==> config.mk <==
export PLATFORM = sky130hd
export DESIGN_NAME = lsu_mem_initiator_flat
export DESIGN_NICKNAME = d
export VERILOG_FILES = /design/src/rtl/lsu_mem_initiator_pkg.sv /design/src/rtl/lsu_mem_initiator_if.sv /design/src/rtl/lsu_mem_initiator_lane_align.sv /design/src/rtl/lsu_mem_initiator.sv /design/src/flat_wrapper.sv
export SDC_FILE = /design/constraint.sdc
export NUM_CORES = 1
export LEC_CHECK = 0
export CAP_MARGIN = 30
export CORE_UTILIZATION = 45
export CTS_CLUSTER_SIZE = 14
export DETAILED_ROUTE_END_ITERATION = 12
export GPL_ROUTABILITY_DRIVEN = 0
export PLACE_DENSITY = 0.83
export SETUP_SLACK_MARGIN = 0.5
export SYNTH_ARGS = -nofsm -noshare
export SYNTH_HDL_FRONTEND = slang
export SYNTH_SLANG_ARGS = --single-unit
==> constraint.sdc <==
create_clock -name clk -period 8.9 [get_ports clk]
set_input_delay 1.78 -clock clk [delete_from_list [all_inputs] [get_ports clk]]
set_output_delay 1.78 -clock clk [all_outputs]
set_load 0.02 [all_outputs]
==> src/rtl/lsu_mem_initiator_pkg.sv <==
// Shared types for the LSU memory initiator: access sizes, FSM states,
// bus widths and small decode helpers.
package lsu_pkg;
  localparam int WORD_W = 32;
  localparam int MASK_W = 8;

  typedef enum logic [1:0] {SZ_B = 2'd0, SZ_H = 2'd1, SZ_W = 2'd2} lsu_size_e;
  typedef enum logic [1:0] {IDLE, REQ, WAIT, DONE} lsu_state_e;

  // Encoding 3 is illegal on the EXU side; fold it onto word.
  function automatic lsu_size_e decode_size(input logic [1:0] s);
    case (s)
      2'd0:    return SZ_B;
      2'd1:    return SZ_H;
      default: return SZ_W;
    endcase
  endfunction

  function automatic logic is_misaligned(input lsu_size_e sz, input logic [1:0] off);
    case (sz)
      SZ_H:    return off[0];
      SZ_W:    return off != 2'b00;
      default: return 1'b0;
    endcase
  endfunction
endpackage

==> src/rtl/lsu_mem_initiator_if.sv <==
// EXU request/response and memory-controller port bundle.
// master = the initiator itself, slave = the surrounding EXU/memory.
interface lsu_mem_initiator_if;
  import lsu_pkg::*;
  logic              req_valid;
  logic              req_ready;
  logic              req_wen;
  logic [WORD_W-1:0] req_addr;
  logic [WORD_W-1:0] req_wdata;
  logic [1:0]        req_size;
  logic              req_unsigned;
  logic              rsp_valid;
  logic [WORD_W-1:0] rsp_rdata;
  logic              rsp_err;
  logic              mem_valid;
  logic              mem_wen;
  logic [WORD_W-1:0] mem_raddr;
  logic [WORD_W-1:0] mem_waddr;
  logic [WORD_W-1:0] mem_wdata;
  logic [MASK_W-1:0] mem_wmask;
  logic [WORD_W-1:0] mem_rdata;
  logic              mem_ack;

  modport master (
    input  req_valid, req_wen, req_addr, req_wdata, req_size, req_unsigned,
    output req_ready, rsp_valid, rsp_rdata, rsp_err,
    output mem_valid, mem_wen, mem_raddr, mem_waddr, mem_wdata, mem_wmask,
    input  mem_rdata, mem_ack
  );
  modport slave (
    output req_valid, req_wen, req_addr, req_wdata, req_size, req_unsigned,
    input  req_ready, rsp_valid, rsp_rdata, rsp_err,
    input  mem_valid, mem_wen, mem_raddr, mem_waddr, mem_wdata, mem_wmask,
    output mem_rdata, mem_ack
  );
endinterface

==> src/rtl/lsu_mem_initiator_lane_align.sv <==
// Byte-lane steering: store data replication + mask, load extract + extend.
// Pure combinational; store side works on the incoming request, load side
// on the request registered at accept time.
module lsu_lane_align
  import lsu_pkg::*;
(
  input  logic [1:0]        st_off,
  input  lsu_size_e         st_size,
  input  logic [WORD_W-1:0] st_data,
  output logic [WORD_W-1:0] st_wdata,
  output logic [MASK_W-1:0] st_wmask,
  input  logic [1:0]        ld_off,
  input  lsu_size_e         ld_size,
  input  logic              ld_unsigned,
  input  logic [WORD_W-1:0] ld_word,
  output logic [WORD_W-1:0] ld_data
);
  logic [3:0]        m4;
  logic [WORD_W-1:0] shifted;

  // Store: replicate data across lanes; mask shift is truncated to 4 bits so
  // bytes past the word boundary are dropped.
  always_comb begin
    m4       = 4'b1111;
    st_wdata = st_data;
    case (st_size)
      SZ_B: begin m4 = 4'b0001 << st_off; st_wdata = {4{st_data[7:0]}};  end
      SZ_H: begin m4 = 4'b0011 << st_off; st_wdata = {2{st_data[15:0]}}; end
      default: ;
    endcase
    st_wmask = {4'b0000, m4};
  end

  // Load: shift the addressed lane down; a half at offset 3 sees zero in its
  // upper byte because the shift fills with zeros.
  always_comb begin
    shifted = ld_word >> {ld_off, 3'b000};
    case (ld_size)
      SZ_B:    ld_data = {{24{~ld_unsigned & shifted[7]}},  shifted[7:0]};
      SZ_H:    ld_data = {{16{~ld_unsigned & shifted[15]}}, shifted[15:0]};
      default: ld_data = ld_word;
    endcase
  end
endmodule

==> src/rtl/lsu_mem_initiator.sv <==
// RV32 load/store initiator: one transaction in flight, word-aligned memory
// request, timeout-protected wait for mem_ack, one-cycle response pulse.
// Optional LSU_MISALIGN_CHECK_EN: misaligned half/word requests are answered
// with an error directly from IDLE without touching memory.
module lsu_mem_initiator
  import lsu_pkg::*;
#(
  parameter int TIMEOUT_CYCLES = 16
) (
  input logic                 clk,
  input logic                 rst,
  lsu_mem_initiator_if.master bus
);
  localparam int CNT_W = $clog2(TIMEOUT_CYCLES + 1);

  lsu_state_e        state;
  logic [CNT_W-1:0]  cnt;
  logic [1:0]        r_off;
  lsu_size_e         r_size;
  logic              r_uns;
  logic              ready, rsp_vld, rsp_err, mem_vld, mem_wen;
  logic [WORD_W-1:0] rsp_rdata, mem_raddr, mem_waddr, mem_wdata;
  logic [MASK_W-1:0] mem_wmask;

  lsu_size_e         in_size;
  logic              bad;
  logic [WORD_W-1:0] st_wdata, ld_data, aligned;
  logic [MASK_W-1:0] st_wmask;

  assign in_size = decode_size(bus.req_size);
  assign aligned = {bus.req_addr[WORD_W-1:2], 2'b00};
`ifdef LSU_MISALIGN_CHECK_EN
  assign bad = is_misaligned(in_size, bus.req_addr[1:0]);
`else
  assign bad = 1'b0;
`endif

  lsu_lane_align u_align (
    .st_off     (bus.req_addr[1:0]),
    .st_size    (in_size),
    .st_data    (bus.req_wdata),
    .st_wdata   (st_wdata),
    .st_wmask   (st_wmask),
    .ld_off     (r_off),
    .ld_size    (r_size),
    .ld_unsigned(r_uns),
    .ld_word    (bus.mem_rdata),
    .ld_data    (ld_data)
  );

  // Transaction FSM; every bus output is a flop so reset clears them at once.
  always_ff @(posedge clk or posedge rst) begin
    if (rst) begin
      state     <= IDLE;
      cnt       <= '0;
      r_off     <= 2'b00;
      r_size    <= SZ_B;
      r_uns     <= 1'b0;
      ready     <= 1'b1;
      rsp_vld   <= 1'b0;
      rsp_err   <= 1'b0;
      rsp_rdata <= '0;
      mem_vld   <= 1'b0;
      mem_wen   <= 1'b0;
      mem_raddr <= '0;
      mem_waddr <= '0;
      mem_wdata <= '0;
      mem_wmask <= '0;
    end else begin
      rsp_vld   <= 1'b0;
      rsp_err   <= 1'b0;
      rsp_rdata <= '0;
      case (state)
        IDLE: if (bus.req_valid && ready) begin
          ready  <= 1'b0;
          r_off  <= bus.req_addr[1:0];
          r_size <= in_size;
          r_uns  <= bus.req_unsigned;
          if (bad) begin
            state   <= DONE;
            rsp_vld <= 1'b1;
            rsp_err <= 1'b1;
          end else begin
            state     <= REQ;
            cnt       <= '0;
            mem_vld   <= 1'b1;
            mem_wen   <= bus.req_wen;
            mem_raddr <= bus.req_wen ? '0 : aligned;
            mem_waddr <= bus.req_wen ? aligned : '0;
            mem_wdata <= bus.req_wen ? st_wdata : '0;
            mem_wmask <= bus.req_wen ? st_wmask : '0;
          end
        end
        REQ, WAIT: begin
          if (bus.mem_ack || (state == WAIT && cnt == CNT_W'(TIMEOUT_CYCLES - 1))) begin
            state     <= DONE;
            rsp_vld   <= 1'b1;
            rsp_err   <= ~bus.mem_ack;
            rsp_rdata <= (bus.mem_ack && !mem_wen) ? ld_data : '0;
            mem_vld   <= 1'b0;
            mem_wen   <= 1'b0;
            mem_raddr <= '0;
            mem_waddr <= '0;
            mem_wdata <= '0;
            mem_wmask <= '0;
          end else begin
            if (state == WAIT) cnt <= cnt + 1'b1;
            state <= WAIT;
          end
        end
        default: begin
          state <= IDLE;
          ready <= 1'b1;
        end
      endcase
    end
  end

  assign bus.req_ready = ready;
  assign bus.rsp_valid = rsp_vld;
  assign bus.rsp_err   = rsp_err;
  assign bus.rsp_rdata = rsp_rdata;
  assign bus.mem_valid = mem_vld;
  assign bus.mem_wen   = mem_wen;
  assign bus.mem_raddr = mem_raddr;
  assign bus.mem_waddr = mem_waddr;
  assign bus.mem_wdata = mem_wdata;
  assign bus.mem_wmask = mem_wmask;
endmodule

==> src/flat_wrapper.sv <==
// flat-port wrapper written by rule: the top's interface ports become plain ports
module lsu_mem_initiator_flat import lsu_pkg::*;
#(
  parameter int TIMEOUT_CYCLES = 16
)
  (clk, rst, bus_req_valid, bus_req_wen, bus_req_addr, bus_req_wdata, bus_req_size, bus_req_unsigned, bus_req_ready, bus_rsp_valid, bus_rsp_rdata, bus_rsp_err, bus_mem_valid, bus_mem_wen, bus_mem_raddr, bus_mem_waddr, bus_mem_wdata, bus_mem_wmask, bus_mem_rdata, bus_mem_ack);
  lsu_mem_initiator_if bus_i ();
  input logic clk;
  input logic rst;
  input wire logic [$bits(bus_i.req_valid)-1:0] bus_req_valid;
  input wire logic [$bits(bus_i.req_wen)-1:0] bus_req_wen;
  input wire logic [$bits(bus_i.req_addr)-1:0] bus_req_addr;
  input wire logic [$bits(bus_i.req_wdata)-1:0] bus_req_wdata;
  input wire logic [$bits(bus_i.req_size)-1:0] bus_req_size;
  input wire logic [$bits(bus_i.req_unsigned)-1:0] bus_req_unsigned;
  output wire logic [$bits(bus_i.req_ready)-1:0] bus_req_ready;
  output wire logic [$bits(bus_i.rsp_valid)-1:0] bus_rsp_valid;
  output wire logic [$bits(bus_i.rsp_rdata)-1:0] bus_rsp_rdata;
  output wire logic [$bits(bus_i.rsp_err)-1:0] bus_rsp_err;
  output wire logic [$bits(bus_i.mem_valid)-1:0] bus_mem_valid;
  output wire logic [$bits(bus_i.mem_wen)-1:0] bus_mem_wen;
  output wire logic [$bits(bus_i.mem_raddr)-1:0] bus_mem_raddr;
  output wire logic [$bits(bus_i.mem_waddr)-1:0] bus_mem_waddr;
  output wire logic [$bits(bus_i.mem_wdata)-1:0] bus_mem_wdata;
  output wire logic [$bits(bus_i.mem_wmask)-1:0] bus_mem_wmask;
  input wire logic [$bits(bus_i.mem_rdata)-1:0] bus_mem_rdata;
  input wire logic [$bits(bus_i.mem_ack)-1:0] bus_mem_ack;
  assign bus_i.req_valid = bus_req_valid;
  assign bus_i.req_wen = bus_req_wen;
  assign bus_i.req_addr = bus_req_addr;
  assign bus_i.req_wdata = bus_req_wdata;
  assign bus_i.req_size = bus_req_size;
  assign bus_i.req_unsigned = bus_req_unsigned;
  assign bus_req_ready = bus_i.req_ready;
  assign bus_rsp_valid = bus_i.rsp_valid;
  assign bus_rsp_rdata = bus_i.rsp_rdata;
  assign bus_rsp_err = bus_i.rsp_err;
  assign bus_mem_valid = bus_i.mem_valid;
  assign bus_mem_wen = bus_i.mem_wen;
  assign bus_mem_raddr = bus_i.mem_raddr;
  assign bus_mem_waddr = bus_i.mem_waddr;
  assign bus_mem_wdata = bus_i.mem_wdata;
  assign bus_mem_wmask = bus_i.mem_wmask;
  assign bus_i.mem_rdata = bus_mem_rdata;
  assign bus_i.mem_ack = bus_mem_ack;
  lsu_mem_initiator #(.TIMEOUT_CYCLES(TIMEOUT_CYCLES)) u_core (.clk(clk), .rst(rst), .bus(bus_i));
endmodule
Word-level counts from Yosys, hierarchy flattened. Index checks and enable logic that the tools add are counted.

Logic and storage cells: 88. Bits of input ports: 104. Register bits: 153. Output and inout port bits: 141.

Reductions and logical operators: 15. Multiplexer cells: 39. Equality and inequality tests: 10. Add/sub/neg operators: 1. Bitwise gates (word level): 5. Shifts and indexed selects: 3.

Operators by type and width (number): 32-bit 2-to-1 mux (10); 32-bit one-hot mux with 2 select lines (5); 32-bit by 5-bit right shift with 16-bit output (1); 8-bit 2-to-1 mux (2); 8-bit one-hot mux with 2 select lines (1); 5-bit 2-to-1 mux (3); 5-bit one-hot mux with 2 select lines (1); 1-bit 2-to-1 mux (9); 2-bit by 1-bit equality test with 1-bit output, second input constant (4); 2-bit logical NOT (4); 2-bit one-hot mux with 2 select lines (2); 4-bit one-hot mux with 2 select lines (1); 2-bit by 1-bit inequality test with 1-bit output, second input constant (3); 1-bit one-hot mux with 2 select lines (3); 5-bit by 1-bit adder with 5-bit output, second input constant (1); 5-bit by 4-bit equality test with 1-bit output, second input constant (1); 4-bit 2-to-1 mux (1); 2-bit AND reduction (2); 4-bit AND reduction (1); 1-bit by 2-bit left shift with 4-bit output, first input constant (1); 2-bit by 2-bit left shift with 4-bit output, first input constant (1); 1-bit logical AND (3); 1-bit inverter (3); 3-bit AND reduction (1); 8 further kinds (9).

Depth between registers and ports, before layout.
Word-level depth: 7. Mapped depth: 9.

Hierarchy. A second synthesis with hierarchy kept.

Cells, all modules: 780. Area total of the unflattened synthesis: 7114.3 um^2.

By module, submodules not included: lsu_mem_initiator (instances 1, cells an instance 604, area an instance 5901.9 um^2); lsu_lane_align (instances 1, cells an instance 176, area an instance 1212.4 um^2).

Worst setup path after synthesis. Ideal clock, no wire load.

Kind: in2reg. From: input bus_mem_ack. To: register u_core.cnt[3]. Cell stages on the path: 4. Buffers on the path: 0. Required time: 8.778 ns. Arrival: 2.819 ns. Setup slack: 5.960 ns. Cells stage by stage: or3b_1 a211oi_4 nand2_1 a32o_1.

Word-level cells in the longest chain between the ends: 3.

RTL lines: start, declared (line flat_wrapper.sv:27) `input wire logic [$bits(bus_i.mem_ack)-1:0] bus_mem_ack;`; 1-bit logical OR (line lsu_mem_initiator.sv:95) `if (bus.mem_ack || (state == WAIT && cnt == CNT_W'(TIMEOUT_CYCLES - 1))) begin`; 2-bit inequality test (no source line); 4-bit AND reduction (no source line); end signal, assigned (line lsu_mem_initiator.sv:107) `if (state == WAIT) cnt <= cnt + 1'b1;`; end, declared (line lsu_mem_initiator.sv:17) `logic [CNT_W-1:0] cnt;`.

Every way passes these cells. A chain may end at the register's enable or synchronous reset.

Worst setup path after layout.
From: input bus_req_valid. To: register u_core.mem_waddr[27] (netlist: u_core.bus.mem_waddr[27]).

Word-level cells in the longest chain between the ends: 3.

RTL lines: start, declared (line flat_wrapper.sv:10) `input wire logic [$bits(bus_i.req_valid)-1:0] bus_req_valid;`; 1-bit logical AND (line lsu_mem_initiator.sv:74) `IDLE: if (bus.req_valid && ready) begin`; 2-bit by 1-bit inequality test with 1-bit output (no source line); 3-bit AND reduction (no source line); end signal, assigned (line lsu_mem_initiator.sv:89) `mem_waddr <= bus.req_wen ? aligned : '0;`; end, declared (line lsu_mem_initiator.sv:22) `logic [WORD_W-1:0] rsp_rdata, mem_raddr, mem_waddr, mem_wdata;`.

Every way passes these cells.

==> run metrics <==
status=finished, final reports clean; routed wl met2=9.07 mm; Chip Height=120 microns; Place WS=4.98 ns; starting utilization of the core area=46.7%; clock input transition at the sequential cells of the worst setup and hold paths=0.07 ns; relative contribution of combinational cells to total power=45.1%; number of max-cap violations=0; maximum achievable frequency=0.283 GHz; CP Data Arrival Time=3.89 ns; average cell area after synthesis=11.5 sq um; mux share of post-synthesis cell area=6.29%; global routing usage summed across all routing layers=25.3%; count of synthesis-stage warnings from yosys=0; most instantiated library cell after synthesis=dfrtp_1; die span in x=120 microns; total global routing overflow=0; post-synthesis compound-gate area fraction=20.6%; number of vias per cell=5.46; worst setup path start=bus_req_valid; worst reg2reg endpoint=u_core.bus.rsp_rdata[10]; via count of the first global-routing pass=5,283; RSZ-0062 raised after global routing=no; clock latency reported for the late side of the worst-skew pair=0.42 ns; PwrDens=337 nW/um^2; combinational family with the most area after synthesis=compound AO/OA/AOI/OAI gates; total count of hold-check failures in the final report=0; asr flop ratio synth=100%; first-pass GRT wire length=27.9 mm; Post-Synthesis Cell Area=6290 sq um; total of cells resized after clock tree synthesis=0; Cell Int Power=1.91 mW; cell types occupying the most area after synthesis=dfrtp_1 57%, a22o_1 9.8%, mux2i_1 5.6%; antenna violations before repair=0; number of buffers inserted for hold repair after clock tree synthesis=0; max-slew headroom at the worst pin=31.1%; total inserted antenna cells=0; kind of launch point of the worst setup path=input pin; top layer used by detailed routing=met4; clock sink total=145; beginning of the worst register-to-register path=u_core.state[0]; capturing instance or port of the critical path=u_core.bus.mem_waddr[27]; period utilization=39.7%; post-synth cell types=45; post-layout min period=3.53 ns; worst-case clock buffer depth=2; floorplan die area=14,400 sq um; fraction of post-synthesis cell area in the top cell type by area=57.3%; met1 routed wirelength after detailed routing=6.91 mm; flop-to-flop setup slack=6.33 ns; maximum fanout count along the critical path=100; # placed instances=926; number of standard cells in the layout, taps in and fillers out=959; switching part of the total=39.1%; worst vdd rail ir drop=0.000222 V; Seq cells post-synth=145; setup slack after layout=5.37 ns; Slew Limit Fails=0; share of the synthesized netlist area taken by xor and xnor gates=0.139%; worst clock skew=0.0109 ns; CTS tree=yes; Routed Wire Length=17.7 mm; transition time of the tightest slew-check pin=1.03 ns; Clock Power Share=22.3%; switching power=1.22 mW; DR pass1 iterations=6; setup_tns=0 ns; antenna-violating nets left=0; ys flop type=dfrtp_1; share of cells above drive strength 1=10.2%; number of cells on the worst reg-to-reg path=6; Hold Worst Slack=0.481 ns; DRC Markers=0; DP Wirelength=12.3 mm; critical path class=input pin to flop; total CTS buffers=17; worst hold path class=flop to flop; total via count in the routed design=5,239; average wire length per cell after detail routing=18.5 microns; final count of negative-setup-slack endpoints=0; number of nets at the end of the flow=880; fin util=69.1%; count of flip-flops with a built-in enable after synthesis=0; number of design-rule violations left by the first detailed-router iteration=403; Core ar.=13,500 sq um; post-synthesis cell count=548; sequential share of power=32.6%; number of post-CTS setup repair buffers=0; CTS Root Buffer Type=clkbuf_16; htree depth=4; layout overhead on the synthesized area=47.8%; share of the yosys chip area belonging to registers=57.7%; data required time at the worst endpoint=9.26 ns; total length of routed met3 wires=1.26 mm; kind of end point of the critical path=flop; most frequent cells after synthesis=144 x dfrtp_1, 72 x nand2_1, 70 x a22o_1; cell accounting for the most synthesized area=dfrtp_1; leakage component of the power=4.20 nW; Rows=42; Post-Synth Adder-Cell Area=1.19%; IO Pins=245; Port Buffers=236; maximum number of pins on one net before global-route repair=101; area share of and/or/nand/nor cells after synthesis=8.90%
critical path, stage by stage:
cell and delay, ns:
clkdlybuf4s50_1 0.50, a21boi_2 0.31, a311o_2 0.17, buf_4 0.76
a22o_1 0.29
power by group through the flow:
stage	Combinational [mW]	Sequential [mW]	Clock, mW
3_5_place_dp	1.41	1.02	0
5_1_grt	1.51	1.05	0.736
4_1_cts	1.42	1.02	0.709
3_3_place_gp	1.36	1.02	0
6_report	1.41	1.02	0.698
2_1_floorplan	0.712	1.18	0
final cells by class:
cell class	count	area, sq um
inverter	10	42.5
clock buffer	19	443
multi-input combinational	352	2370
clock inverter	13	139
tap	176	220
timing repair buffer	244	2440
sequential	145	3630
fill	988	4160
registers in the layout, indices dropped and copies added (netlist names):
| name | cells |
|---|---|
| u_core.bus.req_ready | 1 |
| u_core.bus.rsp_rdata | 32 |
| u_core.bus.mem_waddr | 30 |
| u_core.cnt | 5 |
| u_core.bus.mem_wdata | 32 |
| u_core.bus.mem_wen | 1 |
| u_core.r_size | 2 |
| u_core.bus.mem_raddr | 30 |
| u_core.bus.rsp_err | 1 |
| u_core.r_off | 2 |
| u_core.bus.rsp_valid | 1 |
| u_core.bus.mem_wmask | 4 |
| u_core.state | 2 |
| u_core.r_uns | 1 |
| u_core.bus.mem_valid | 1 |
per-stage QoR:
step	power [mW]	cell area, sq um
CTS	3.15	9280
finish	3.13	9290
global placement	2.38	8670
global route	3.30	9290
floorplan	1.90	6310
detailed placement	2.44	8700
kinds of logic (layout without fill, tap and decap cells):
family / count (synthesis) / count (layout)
simple gates: 132 / 132
other cells: 1 / 8
xor+xnor: 1 / 1
buf+inv: 58 / 286
compound gates: 166 / 166
flops: 145 / 145
mux: 39 / 39
fa+ha+maj: 6 / 6
layout by cell type, fill, tap and decap left out, types with 3 or more instances in the layout:
master,instances
nand3_1,3
ha_1,6
o221a_2,7
o21ai_2,19
clkinvlp_4,5
mux2i_1,35
clkdlybuf4s50_1,236
dfrtp_1,144
a211oi_1,7
o31ai_1,11
clkinv_4,3
clkinv_2,3
a21oi_1,27
a22o_1,70
o21ai_0,16
clkbuf_16,17
nand2b_1,3
nor3_1,3
conb_1,8
nand2_1,72
nor2_1,35
mux2_2,4
buf_4,7
inv_1,9
layer usage:
metal / GRT usage (%) / vias to the layer above
li1: - / 2393
met1: 30.5 / 2571
met2: 42.5 / 236
met3: 6.46 / 39
met4: 11.6 / 0
met5: 0 / -
worst min path at each step:
| stage | from | endpoint | slack, ns | depth (start not counted) |
|---|---|---|---|---|
| after floorplan | u_core.cnt[0] | u_core.cnt[0] | 0.48 | 1 |
| after global placement | u_core.bus.mem_wdata[8] | u_core.bus.mem_wdata[8] | 0.46 | 2 |
| after detailed placement | u_core.bus.mem_wdata[20] | u_core.bus.mem_wdata[20] | 0.47 | 2 |
| after CTS | u_core.bus.mem_wdata[13] | u_core.bus.mem_wdata[13] | 0.48 | 2 |
| after global routing | u_core.bus.mem_wdata[13] | u_core.bus.mem_wdata[13] | 0.51 | 2 |
| final | u_core.bus.mem_wdata[13] | u_core.bus.mem_wdata[13] | 0.48 | 2 |
Power figures use the tool's default switching activity.
